--- src/rtl/cache_miss_ctrl_if.sv ---
// Signal bundle between the data-cache miss handler, the tag/data/PLRU arrays
// and the memory-side (DFP) port.
interface cache_miss_ctrl_if;
   logic         miss_req;
   logic [3:0]   miss_set;
   logic [22:0]  miss_tag;
   logic         ready;
   logic [1:0]   victim_way;
   logic         victim_valid;
   logic         victim_dirty;
   logic [22:0]  victim_tag;
   logic [255:0] victim_data;
   logic [3:0]   meta_set;
   logic [31:0]  dfp_addr;
   logic         dfp_read;
   logic         dfp_write;
   logic [255:0] dfp_wdata;
   logic [255:0] dfp_rdata;
   logic         dfp_resp;
   logic         fill_we;
   logic [1:0]   fill_way;
   logic [3:0]   fill_set;
   logic [22:0]  fill_tag;
   logic [255:0] fill_data;
   logic [15:0]  wb_count;

   // master: the miss controller itself
   modport master (
      input  miss_req, miss_set, miss_tag,
      input  victim_way, victim_valid, victim_dirty, victim_tag, victim_data,
      input  dfp_rdata, dfp_resp,
      output ready, meta_set,
      output dfp_addr, dfp_read, dfp_write, dfp_wdata,
      output fill_we, fill_way, fill_set, fill_tag, fill_data,
      output wb_count
   );

   // slave: the cache pipeline, arrays and memory around it
   modport slave (
      output miss_req, miss_set, miss_tag,
      output victim_way, victim_valid, victim_dirty, victim_tag, victim_data,
      output dfp_rdata, dfp_resp,
      input  ready, meta_set,
      input  dfp_addr, dfp_read, dfp_write, dfp_wdata,
      input  fill_we, fill_way, fill_set, fill_tag, fill_data,
      input  wb_count
   );
endinterface

--- src/rtl/cache_miss_ctrl.sv ---
// Miss handler for the 4-way, 16-set, 32-byte-line data cache: captures the
// PLRU victim, writes it back if dirty, fetches the missing line and fills it.
module cache_miss_ctrl (
   input  logic              clk,
   input  logic              rst,
   cache_miss_ctrl_if.master bus
);
   typedef enum logic [2:0] {
      IDLE,
      CAPTURE,
      WRITEBACK,
      FETCH,
      FILL
   } state_t;

   state_t      state;
   logic [3:0]  set_q;
   logic [22:0] tag_q;
   logic [1:0]  way_q;

   assign bus.ready    = (state == IDLE);
   // Arrays have one cycle of read latency, so the set is presented in IDLE.
   assign bus.meta_set = (state == IDLE) ? bus.miss_set : set_q;

   always_ff @(posedge clk) begin
      if (rst) begin
         state         <= IDLE;
         set_q         <= '0;
         tag_q         <= '0;
         way_q         <= '0;
         bus.dfp_addr  <= '0;
         bus.dfp_read  <= 1'b0;
         bus.dfp_write <= 1'b0;
         bus.dfp_wdata <= '0;
         bus.fill_we   <= 1'b0;
         bus.fill_way  <= '0;
         bus.fill_set  <= '0;
         bus.fill_tag  <= '0;
         bus.fill_data <= '0;
         bus.wb_count  <= '0;
      end else begin
         case (state)
            IDLE: begin
               bus.fill_we <= 1'b0;
               if (bus.miss_req) begin
                  set_q <= bus.miss_set;
                  tag_q <= bus.miss_tag;
                  state <= CAPTURE;
               end
            end

            CAPTURE: begin
               // Victim way is frozen here; later PLRU updates are not seen.
               way_q <= bus.victim_way;
               if (bus.victim_valid && bus.victim_dirty) begin
                  bus.dfp_write <= 1'b1;
                  bus.dfp_addr  <= {bus.victim_tag, set_q, 5'b0};
                  bus.dfp_wdata <= bus.victim_data;
                  state         <= WRITEBACK;
               end else begin
                  bus.dfp_read <= 1'b1;
                  bus.dfp_addr <= {tag_q, set_q, 5'b0};
                  state        <= FETCH;
               end
            end

            WRITEBACK: begin
               if (bus.dfp_resp) begin
                  bus.dfp_write <= 1'b0;
                  bus.dfp_read  <= 1'b1;
                  bus.dfp_addr  <= {tag_q, set_q, 5'b0};
                  if (bus.wb_count != 16'hFFFF)
                     bus.wb_count <= bus.wb_count + 16'd1;
                  state <= FETCH;
               end
            end

            FETCH: begin
               if (bus.dfp_resp) begin
                  bus.dfp_read  <= 1'b0;
                  bus.fill_we   <= 1'b1;
                  bus.fill_way  <= way_q;
                  bus.fill_set  <= set_q;
                  bus.fill_tag  <= tag_q;
                  bus.fill_data <= bus.dfp_rdata;
                  state         <= FILL;
               end
            end

            FILL: begin
               bus.fill_we <= 1'b0;
               state       <= IDLE;
            end

            default: state <= IDLE;
         endcase
      end
   end
endmodule
--- src/flat_wrapper.sv ---
// flat-port wrapper written by rule: the top's interface ports become plain ports
module cache_miss_ctrl_flat 
  (clk, rst, bus_miss_req, bus_miss_set, bus_miss_tag, bus_victim_way, bus_victim_valid, bus_victim_dirty, bus_victim_tag, bus_victim_data, bus_dfp_rdata, bus_dfp_resp, bus_ready, bus_meta_set, bus_dfp_addr, bus_dfp_read, bus_dfp_write, bus_dfp_wdata, bus_fill_we, bus_fill_way, bus_fill_set, bus_fill_tag, bus_fill_data, bus_wb_count);
  cache_miss_ctrl_if bus_i ();
  input  logic clk;
  input  logic rst;
  input wire logic [$bits(bus_i.miss_req)-1:0] bus_miss_req;
  input wire logic [$bits(bus_i.miss_set)-1:0] bus_miss_set;
  input wire logic [$bits(bus_i.miss_tag)-1:0] bus_miss_tag;
  input wire logic [$bits(bus_i.victim_way)-1:0] bus_victim_way;
  input wire logic [$bits(bus_i.victim_valid)-1:0] bus_victim_valid;
  input wire logic [$bits(bus_i.victim_dirty)-1:0] bus_victim_dirty;
  input wire logic [$bits(bus_i.victim_tag)-1:0] bus_victim_tag;
  input wire logic [$bits(bus_i.victim_data)-1:0] bus_victim_data;
  input wire logic [$bits(bus_i.dfp_rdata)-1:0] bus_dfp_rdata;
  input wire logic [$bits(bus_i.dfp_resp)-1:0] bus_dfp_resp;
  output wire logic [$bits(bus_i.ready)-1:0] bus_ready;
  output wire logic [$bits(bus_i.meta_set)-1:0] bus_meta_set;
  output wire logic [$bits(bus_i.dfp_addr)-1:0] bus_dfp_addr;
  output wire logic [$bits(bus_i.dfp_read)-1:0] bus_dfp_read;
  output wire logic [$bits(bus_i.dfp_write)-1:0] bus_dfp_write;
  output wire logic [$bits(bus_i.dfp_wdata)-1:0] bus_dfp_wdata;
  output wire logic [$bits(bus_i.fill_we)-1:0] bus_fill_we;
  output wire logic [$bits(bus_i.fill_way)-1:0] bus_fill_way;
  output wire logic [$bits(bus_i.fill_set)-1:0] bus_fill_set;
  output wire logic [$bits(bus_i.fill_tag)-1:0] bus_fill_tag;
  output wire logic [$bits(bus_i.fill_data)-1:0] bus_fill_data;
  output wire logic [$bits(bus_i.wb_count)-1:0] bus_wb_count;
  assign bus_i.miss_req = bus_miss_req;
  assign bus_i.miss_set = bus_miss_set;
  assign bus_i.miss_tag = bus_miss_tag;
  assign bus_i.victim_way = bus_victim_way;
  assign bus_i.victim_valid = bus_victim_valid;
  assign bus_i.victim_dirty = bus_victim_dirty;
  assign bus_i.victim_tag = bus_victim_tag;
  assign bus_i.victim_data = bus_victim_data;
  assign bus_i.dfp_rdata = bus_dfp_rdata;
  assign bus_i.dfp_resp = bus_dfp_resp;
  assign bus_ready = bus_i.ready;
  assign bus_meta_set = bus_i.meta_set;
  assign bus_dfp_addr = bus_i.dfp_addr;
  assign bus_dfp_read = bus_i.dfp_read;
  assign bus_dfp_write = bus_i.dfp_write;
  assign bus_dfp_wdata = bus_i.dfp_wdata;
  assign bus_fill_we = bus_i.fill_we;
  assign bus_fill_way = bus_i.fill_way;
  assign bus_fill_set = bus_i.fill_set;
  assign bus_fill_tag = bus_i.fill_tag;
  assign bus_fill_data = bus_i.fill_data;
  assign bus_wb_count = bus_i.wb_count;
  cache_miss_ctrl u_core (.clk(clk), .rst(rst), .bus(bus_i));
endmodule
--- config.mk ---
export PLATFORM = sky130hd
export DESIGN_NAME = cache_miss_ctrl_flat
export DESIGN_NICKNAME = d
export VERILOG_FILES = /design/src/rtl/cache_miss_ctrl_if.sv /design/src/rtl/cache_miss_ctrl.sv /design/src/flat_wrapper.sv
export SDC_FILE = /design/constraint.sdc
export NUM_CORES = 1
export LEC_CHECK = 0
export BUFFER_PORTS_ARGS = -buffer_cell sky130_fd_sc_hd__buf_2
export CAP_MARGIN = 20
export CORE_AREA = 2 2 449 451
export DETAILED_ROUTE_END_ITERATION = 6
export DIE_AREA = 0 0 451 453
export PLACE_DENSITY = 0.3
export SETUP_SLACK_MARGIN = 0.4
export SLEW_MARGIN = 20
export SYNTH_ARGS = -nofsm -noshare
export SYNTH_HDL_FRONTEND = slang
export SYNTH_SLANG_ARGS = --single-unit
export TNS_END_PERCENT = 20
--- constraint.sdc ---
create_clock -name clk -period 3.1 [get_ports clk]
set_input_delay 0.31 -clock clk [delete_from_list [all_inputs] [get_ports clk]]
set_output_delay 0.31 -clock clk [all_outputs]
set_load 0.005 [all_outputs]
==> impl_metrics.csv, run 1 <==
group,metric,value,unit
placement,postPlaceCellArea,30700,um^2
yosys,synth_area_per_cell,7.88,um^2
timing,tightestPinTransition,0.750,ns
clock_network,cts-resized-gates,0,
timing,max_slew_margin,0.498,
power_and_ir_drop,swShare,0.275,
final_layout,drive_gt1_frac,0.304,
timing,fin_skew,0.0360,ns
hold_path,hp-class,"input pin to flop",
power_and_ir_drop,pwr-share-comb,0.116,
die,num_rows,164,
grt,grt-ovfl-total,0,
power_and_ir_drop,pwr-share-seq,0.401,
clock_network,cts_buffers,86,
worst_setup_path,cpMostUsedCell,"nand2_1",
grt,grt.met2_usage,0.230,
clock_network,insertion_delay,0.71,ns
timing,setup_violations,0,
yosys,yosysWarningCount,0,
placement,gp_congestion,0.849,
power_and_ir_drop,p_int,15.2,mW
clock_network,htree_levels,3,
die,start_util,0.109,
timing,slew_violations,0,
yosys,synth_flop_cell,"dfxtp_1",
timing,min_period,2.40,ns
worst_setup_path,cp-end-kind,"flop",
clock_network,cts_tree,"built",
final_layout,fin_util,0.196,
clock_network,clk_path_buf_depth,3,
yosys,ys_async_sr_fraction,0,
final_layout,fin_cells,7140,
placement,place_inst,6417,
yosys,synth.top_cell.area_share,0.570,
worst_setup_path,path_cells,"nand2_1, nor3b_4, buf_12, buf_4, nand2_1, a21oi_1",
grt,grt_busiest_layer,"met2",
die,fp.coreArea,199000,um^2
drt,initialDrtViolationCount,1308,
grt,antenna_found_initial,51,
final_layout,syn2layout_area_growth,79.9,%
worst_setup_path,cpPeakStageDelay,0.63,ns
worst_setup_path,critPathArrivalTime,3.04,ns
final_layout,final_area,39100,um^2
clock_network,cts_root_buf,"clkbuf_16",
placement,port_buffers,1161,
yosys,yosysUniqueCellTypes,41,
drt,wl,145000,um
power_and_ir_drop,pwr-share-clk,0.483,
die,io_pins,1167,
drt,vias,25200,
worst_setup_path,slowest_stage,"dfxtp_1",
yosys,syn_area,21700,um^2
final_layout,nets,4982,
yosys,synth_top_area_cell,"dfxtp_1",
final_layout,layout_common_cells,"nand2_1, buf_2, dfxtp_1, a21oi_1, dlygate4sd3_1",
clock_network,cts_hold_buf,562,
clock_network,cts_sinks,619,
worst_setup_path,worstPathRequired,3.74,ns
drt,ant_nets,0,
outcome,status,"finished, final reports clean",
drt,via_per_inst,3.53,
yosys,ys_ff_latch,619,
clock_network,postCtsSetupBuffers,0,
yosys,syn_inst,2761,
drt,drc_errors,0,
drt,dr.pass1.iters,5,
grt,grt_max_degree,116,
placement,post-place-ws,0.716,ns
grt,use_met1,0.151,
timing,layout_setup_ws,0.702,ns
yosys,synth.yosys.seq_area_share,0.570,
final_layout,mostFrequentLayoutCell,"nand2_1",
power_and_ir_drop,p_switching,5.73,mW
clock_network,clk_pin_slew,0.06,ns
yosys,synthTopCellsByArea,"dfxtp_1, nand2_1, a21oi_1",
worst_setup_path,path_class,"flop to flop",
timing,grt_setup_unrepaired,"false",
worst_setup_path,cp_max_fo,31,
grt,grt_pass1_vias,25300,
power_and_ir_drop,power_density,534,nW/um^2
timing,min_period_over_period,0.774,
grt,gr-usage-all-layers,0.135,
timing,fmax,0.417,GHz
grt,met3_usage,0.0531,
die,dieArea,204000,um^2
grt,grt_first_pass_wirelength,197000,um
flow_run,maxCapViolCount,0,
timing,hold_violations,0,
timing,setup-tns-final,0,ns
placement,hpwl,111000,um
power_and_ir_drop,peakVddDrop,379,uV
die,die_height,453,um
drt,avgRoutedWirePerCell,20.3,um
worst_setup_path,worstSetupStartpointType,"flop",
power_and_ir_drop,leakage,16.2,nW
die,die_w,451,um
yosys,synth_edf_count,0,
-- cell usage after synthesis, types with 4 or more instances --
master       n
buf_2       59
nor2_1      37
a311oi_1    24
nand4_1      6
mux2i_1      6
a31oi_1      4
clkbuf_1   144
nand2_1   1191
buf_4        9
a21oi_1    584
nor3_1       6
dfxtp_1    619
o21ai_0     10
or3_1        6
nor2b_1      5
mux2_2       7
or4_1        4
nand3_1      7
-- logic make-up (layout without fill, tap and decap cells) --
group / Yosys count / count (layout) / synth area share
compound gates: 628 / 628 / 0.149
fa+ha+maj: 1 / 1 / 0.000575
buf+inv: 216 / 1922 / 0.0429
flops: 619 / 619 / 0.570
mux: 13 / 13 / 0.00639
other cells: 1 / 18 / 0.000172
simple gates: 1283 / 1283 / 0.231
-- sequential cells by signal, indices dropped and copies added, names as in the netlist --
name / count
u_core.bus.fill_way: 2
u_core.tag_q: 23
u_core.set_q: 4
u_core.bus.dfp_wdata: 256
u_core.bus.dfp_read: 1
u_core.state: 3
u_core.bus.wb_count: 16
u_core.bus.dfp_write: 1
u_core.bus.fill_set: 4
u_core.bus.fill_data: 256
u_core.bus.dfp_addr: 27
u_core.bus.fill_tag: 23
u_core.bus.fill_we: 1
u_core.way_q: 2
-- cell type report --
class / count / area, um^2
Fill cell: 22700 / 160000
Sequential cell: 619 / 12400
Timing Repair Buffer: 1772 / 12100
Multi-Input combinational cell: 1930 / 8470
Tap cell: 2656 / 3320
Clock buffer: 117 / 2400
Clock inverter: 31 / 389
Antenna cell: 13 / 32.5
Inverter: 2 / 7.51
-- final timing paths --
kind / startpoint / endpoint / slack [ns] / cells past startpoint
worst max-delay path: u_core.state[1] / u_core.bus.fill_data[15] / 0.70 / 6
worst min-delay path: bus_miss_req / u_core.state[0] / 0.1 / 5
worst max register to register: u_core.state[1] / u_core.bus.fill_data[15] / 0.70 / 6
worst min register to register: u_core.bus.dfp_wdata[146] / u_core.bus.dfp_wdata[146] / 0.45 / 2
-- metal layers --
metal | part of all wire | wire [um]
met1 | 0.39 | 56000
met2 | 0.48 | 70100
met3 | 0.094 | 13600
met4 | 0.035 | 5050
met5 | 0.00048 | 70
-- power groups by stage --
stage	Clock [mW]	Combinational (mW)	Sequential (mW)
after CTS	10.6	2.48	8.38
after global placement	0	1.82	8.55
final	10.1	2.42	8.38
after global routing	10.9	2.62	8.41
after detailed placement	0	1.82	8.55
after floorplan	0	0.683	8.53
-- stage by stage --
step | hold WS, ns | power (mW)
final | 0.0957 | 20.9
after global routing | 0.0261 | 21.9
after CTS | 0.00398 | 21.5
after detailed placement | 0.443 | 10.4
after global placement | 0.439 | 10.4
after floorplan | 0.420 | 9.21
-- critical path: cells and delay by family (launching register included) --
| kind | cells | cell delay, ns |
|---|---|---|
| buffers and inverters | 2 | 0.52 |
| AOI/OAI and AO/OA | 1 | 0.21 |
| DFF | 1 | 0.63 |
| and+or+nand+nor | 3 | 0.88 |
Note: power is estimated with default switching activity, not from simulation.
==> inputs of run 2 (changes only) <==
--- a/config.mk
+++ b/config.mk
@@ -7,9 +7,9 @@
 export LEC_CHECK = 0
 export BUFFER_PORTS_ARGS = -buffer_cell sky130_fd_sc_hd__buf_2
 export CAP_MARGIN = 20
-export CORE_AREA = 2 2 449 451
+export CORE_AREA = 2 2 450 452
 export DETAILED_ROUTE_END_ITERATION = 6
-export DIE_AREA = 0 0 451 453
+export DIE_AREA = 0 0 452 454
 export PLACE_DENSITY = 0.3
 export SETUP_SLACK_MARGIN = 0.4
 export SLEW_MARGIN = 20
==> constraint.sdc (replaced) <==
create_clock -name clk -period 2 [get_ports clk]
set_input_delay 0.2 -clock clk [delete_from_list [all_inputs] [get_ports clk]]
set_output_delay 0.2 -clock clk [all_outputs]
set_load 0.005 [all_outputs]
==> run 2 against run 1 <==
The run now ends with negative setup slack left. Die area increased by 0.44%. Utilization increased by 2.6 points. Total power increased by 63%. Hold slack improved by 0.17 ns. Non-clock buffer count increased by 250. First-iteration DRC count increased by 17%. Final cell count increased by 3.9%. Critical path type is now flop to output port.
==> impl_metrics.csv, run 2 (synthesis results as in run 1) <==
group,metric,value,unit
outcome,status,"finished with violations",
outcome,violations,"negative setup slack",
final_layout,layout_common_cells,"buf_2, nand2_1, dfxtp_1, dlygate4sd3_1, a21oi_1",
drt,dr.pass1.iters,5,
clock_network,cts_tree,"built",
timing,hold_violations,0,
timing,tightestPinTransition,0.619,ns
worst_setup_path,worstPathRequired,1.80,ns
final_layout,fin_util,0.222,
worst_setup_path,cp-end-kind,"output port",
worst_setup_path,cpMostUsedCell,"buf_6",
timing,slew_violations,0,
clock_network,insertion_delay,0.73,ns
drt,wl_met3,13500,um
worst_setup_path,r2r_start,"u_core.state[1]",
final_layout,multi_input_area,9110,um^2
drt,wl,165000,um
timing,fin_skew,0.0402,ns
placement,gp_congestion,0.829,
grt,grt_max_degree,89,
drt,drc_errors,0,
power_and_ir_drop,leakage,18.7,nW
timing,layout_setup_ws,-0.190,ns
worst_setup_path,cpPeakStageDelay,0.32,ns
power_and_ir_drop,power_density,763,nW/um^2
grt,grt-ovfl-total,0,
timing,fmax,0.457,GHz
placement,hpwl,114000,um
clock_network,cts_sinks,619,
hold_path,hp-class,"input pin to flop",
placement,place_inst,6497,
worst_setup_path,crit_start,"u_core.state[1]",
clock_network,clk_pin_slew,0.06,ns
worst_setup_path,cp_max_fo,7,
die,start_util,0.108,
flow_run,maxCapViolCount,0,
grt,antenna_found_initial,40,
timing,setup_violations,296,
grt,grt_first_pass_wirelength,214000,um
die,io_pins,1167,
timing,grt_setup_unrepaired,"true",
grt,gr-usage-all-layers,0.149,
drt,ant_nets,0,
worst_setup_path,worstSetupStartpointType,"flop",
die,die_height,454,um
die,dieArea,205000,um^2
clock_network,cts_buffers,85,
drt,met2_length,77600,um
grt,grt_pass1_vias,26300,
clock_network,cts_root_buf,"clkbuf_16",
placement,port_buffers,1161,
drt,via_per_inst,3.64,
drt,avgRoutedWirePerCell,22.2,um
final_layout,seqCellArea,12400,um^2
final_layout,syn2layout_area_growth,105,%
timing,min_period,2.19,ns
timing,max_slew_margin,0.586,
power_and_ir_drop,peakVddDrop,633,uV
final_layout,nets,5232,
final_layout,fin_cells,7422,
die,die_w,452,um
clock_network,clk_path_buf_depth,3,
die,fp.coreArea,201000,um^2
drt,drt-met1-wl,66700,um
worst_setup_path,path_class,"flop to output port",
die,num_rows,165,
final_layout,top_regs,"u_core.bus.dfp_wdata: 256 flops, u_core.bus.fill_data: 256 flops, u_core.bus.dfp_addr: 27 flops",
worst_setup_path,path_cells,"buf_6, nor3_4, buf_6, mux2_4, buf_6",
drt,vias,27000,
final_layout,mostFrequentLayoutCell,"buf_2",
worst_setup_path,slowest_stage,"dfxtp_2",
worst_setup_path,critPathArrivalTime,1.99,ns
drt,initialDrtViolationCount,1531,
final_layout,nFillCells,22400,
hold_path,hold_start,"bus_dfp_rdata[128]",
clock_network,htree_levels,3,
final_layout,drive_gt1_frac,0.374,
drt,top_layer,"met5",
timing,min_period_over_period,1.09,
placement,post-place-ws,-0.133,ns
[run 2: cell count changes in the layout (fill, tap and decap cells not counted), sizes merged]
cell         before   now
buf            1210  1425
bufbuf            0    10
clkbuf          117   144
clkinv           22    16
clkinvlp          1     3
diode            13    23
dlygate4sd3     562   567
inv               6     8
nor2b             5     6
[run 2: area by class of cell]
| type | count | area share |
|---|---|---|
| antenna | 23 | 0.00129 |
| clock buffer | 124 | 0.0550 |
| clock inverter | 29 | 0.00836 |
| inverter | 2 | 0.000168 |
| multi-input combinational | 1931 | 0.204 |
| sequential | 619 | 0.278 |
| tap | 2672 | 0.0749 |
| timing repair buffer | 2022 | 0.378 |
[run 2: worst paths after layout]
kind	end	slack (ns)	cells past startpoint
worst max-delay path	bus_meta_set[1]	-0.19	5
worst max register to register	u_core.bus.wb_count[10]	-0.12	9
worst min-delay path	u_core.bus.fill_data[128]	0.26	4
worst min register to register	u_core.bus.dfp_wdata[138]	0.45	2
[run 2: power breakdown]
group          switching [mW]  internal [mW]
clock network            6.73           9.10
logic                    2.49           2.75
registers               0.250           12.7
total                    9.46           24.6
[run 2: worst max-delay path: cells and delay by family (launching register included)]
kind	cells	cell delay [ns]
buffers and inverters	3	0.45
DFF	1	0.32
muxes	1	0.32
and+or+nand+nor	1	0.20
[run 2: layer usage]
metal  up-vias  global-route usage
met5         -                   0
met4         2              0.0642
met3       223              0.0515
met2       991               0.244
met1     12900               0.176
li1      12900                   -
[run 2: stage by stage]
step	cell area [um^2]	hold slack [ns]	TNS, ns	total power [mW]
3_5_place_dp	31400	0.443	-0.610	16.3
3_3_place_gp	31400	0.439	-0.374	16.3
5_1_grt	44600	0.213	-54.53	35.5
6_report	44600	0.261	-14.59	34.0
2_1_floorplan	21800	0.310	0	14.3
4_1_cts	43500	0.167	-5.32	34.6
[run 2: what timing repair did]
action,CTS,global route
cloned,66,22
setup endpoints to repair,653,629
hold buffers,567,0
hold endpoints to repair,566,0
pin swaps,66,17
resized for setup,196,144
setup buffers,86,8
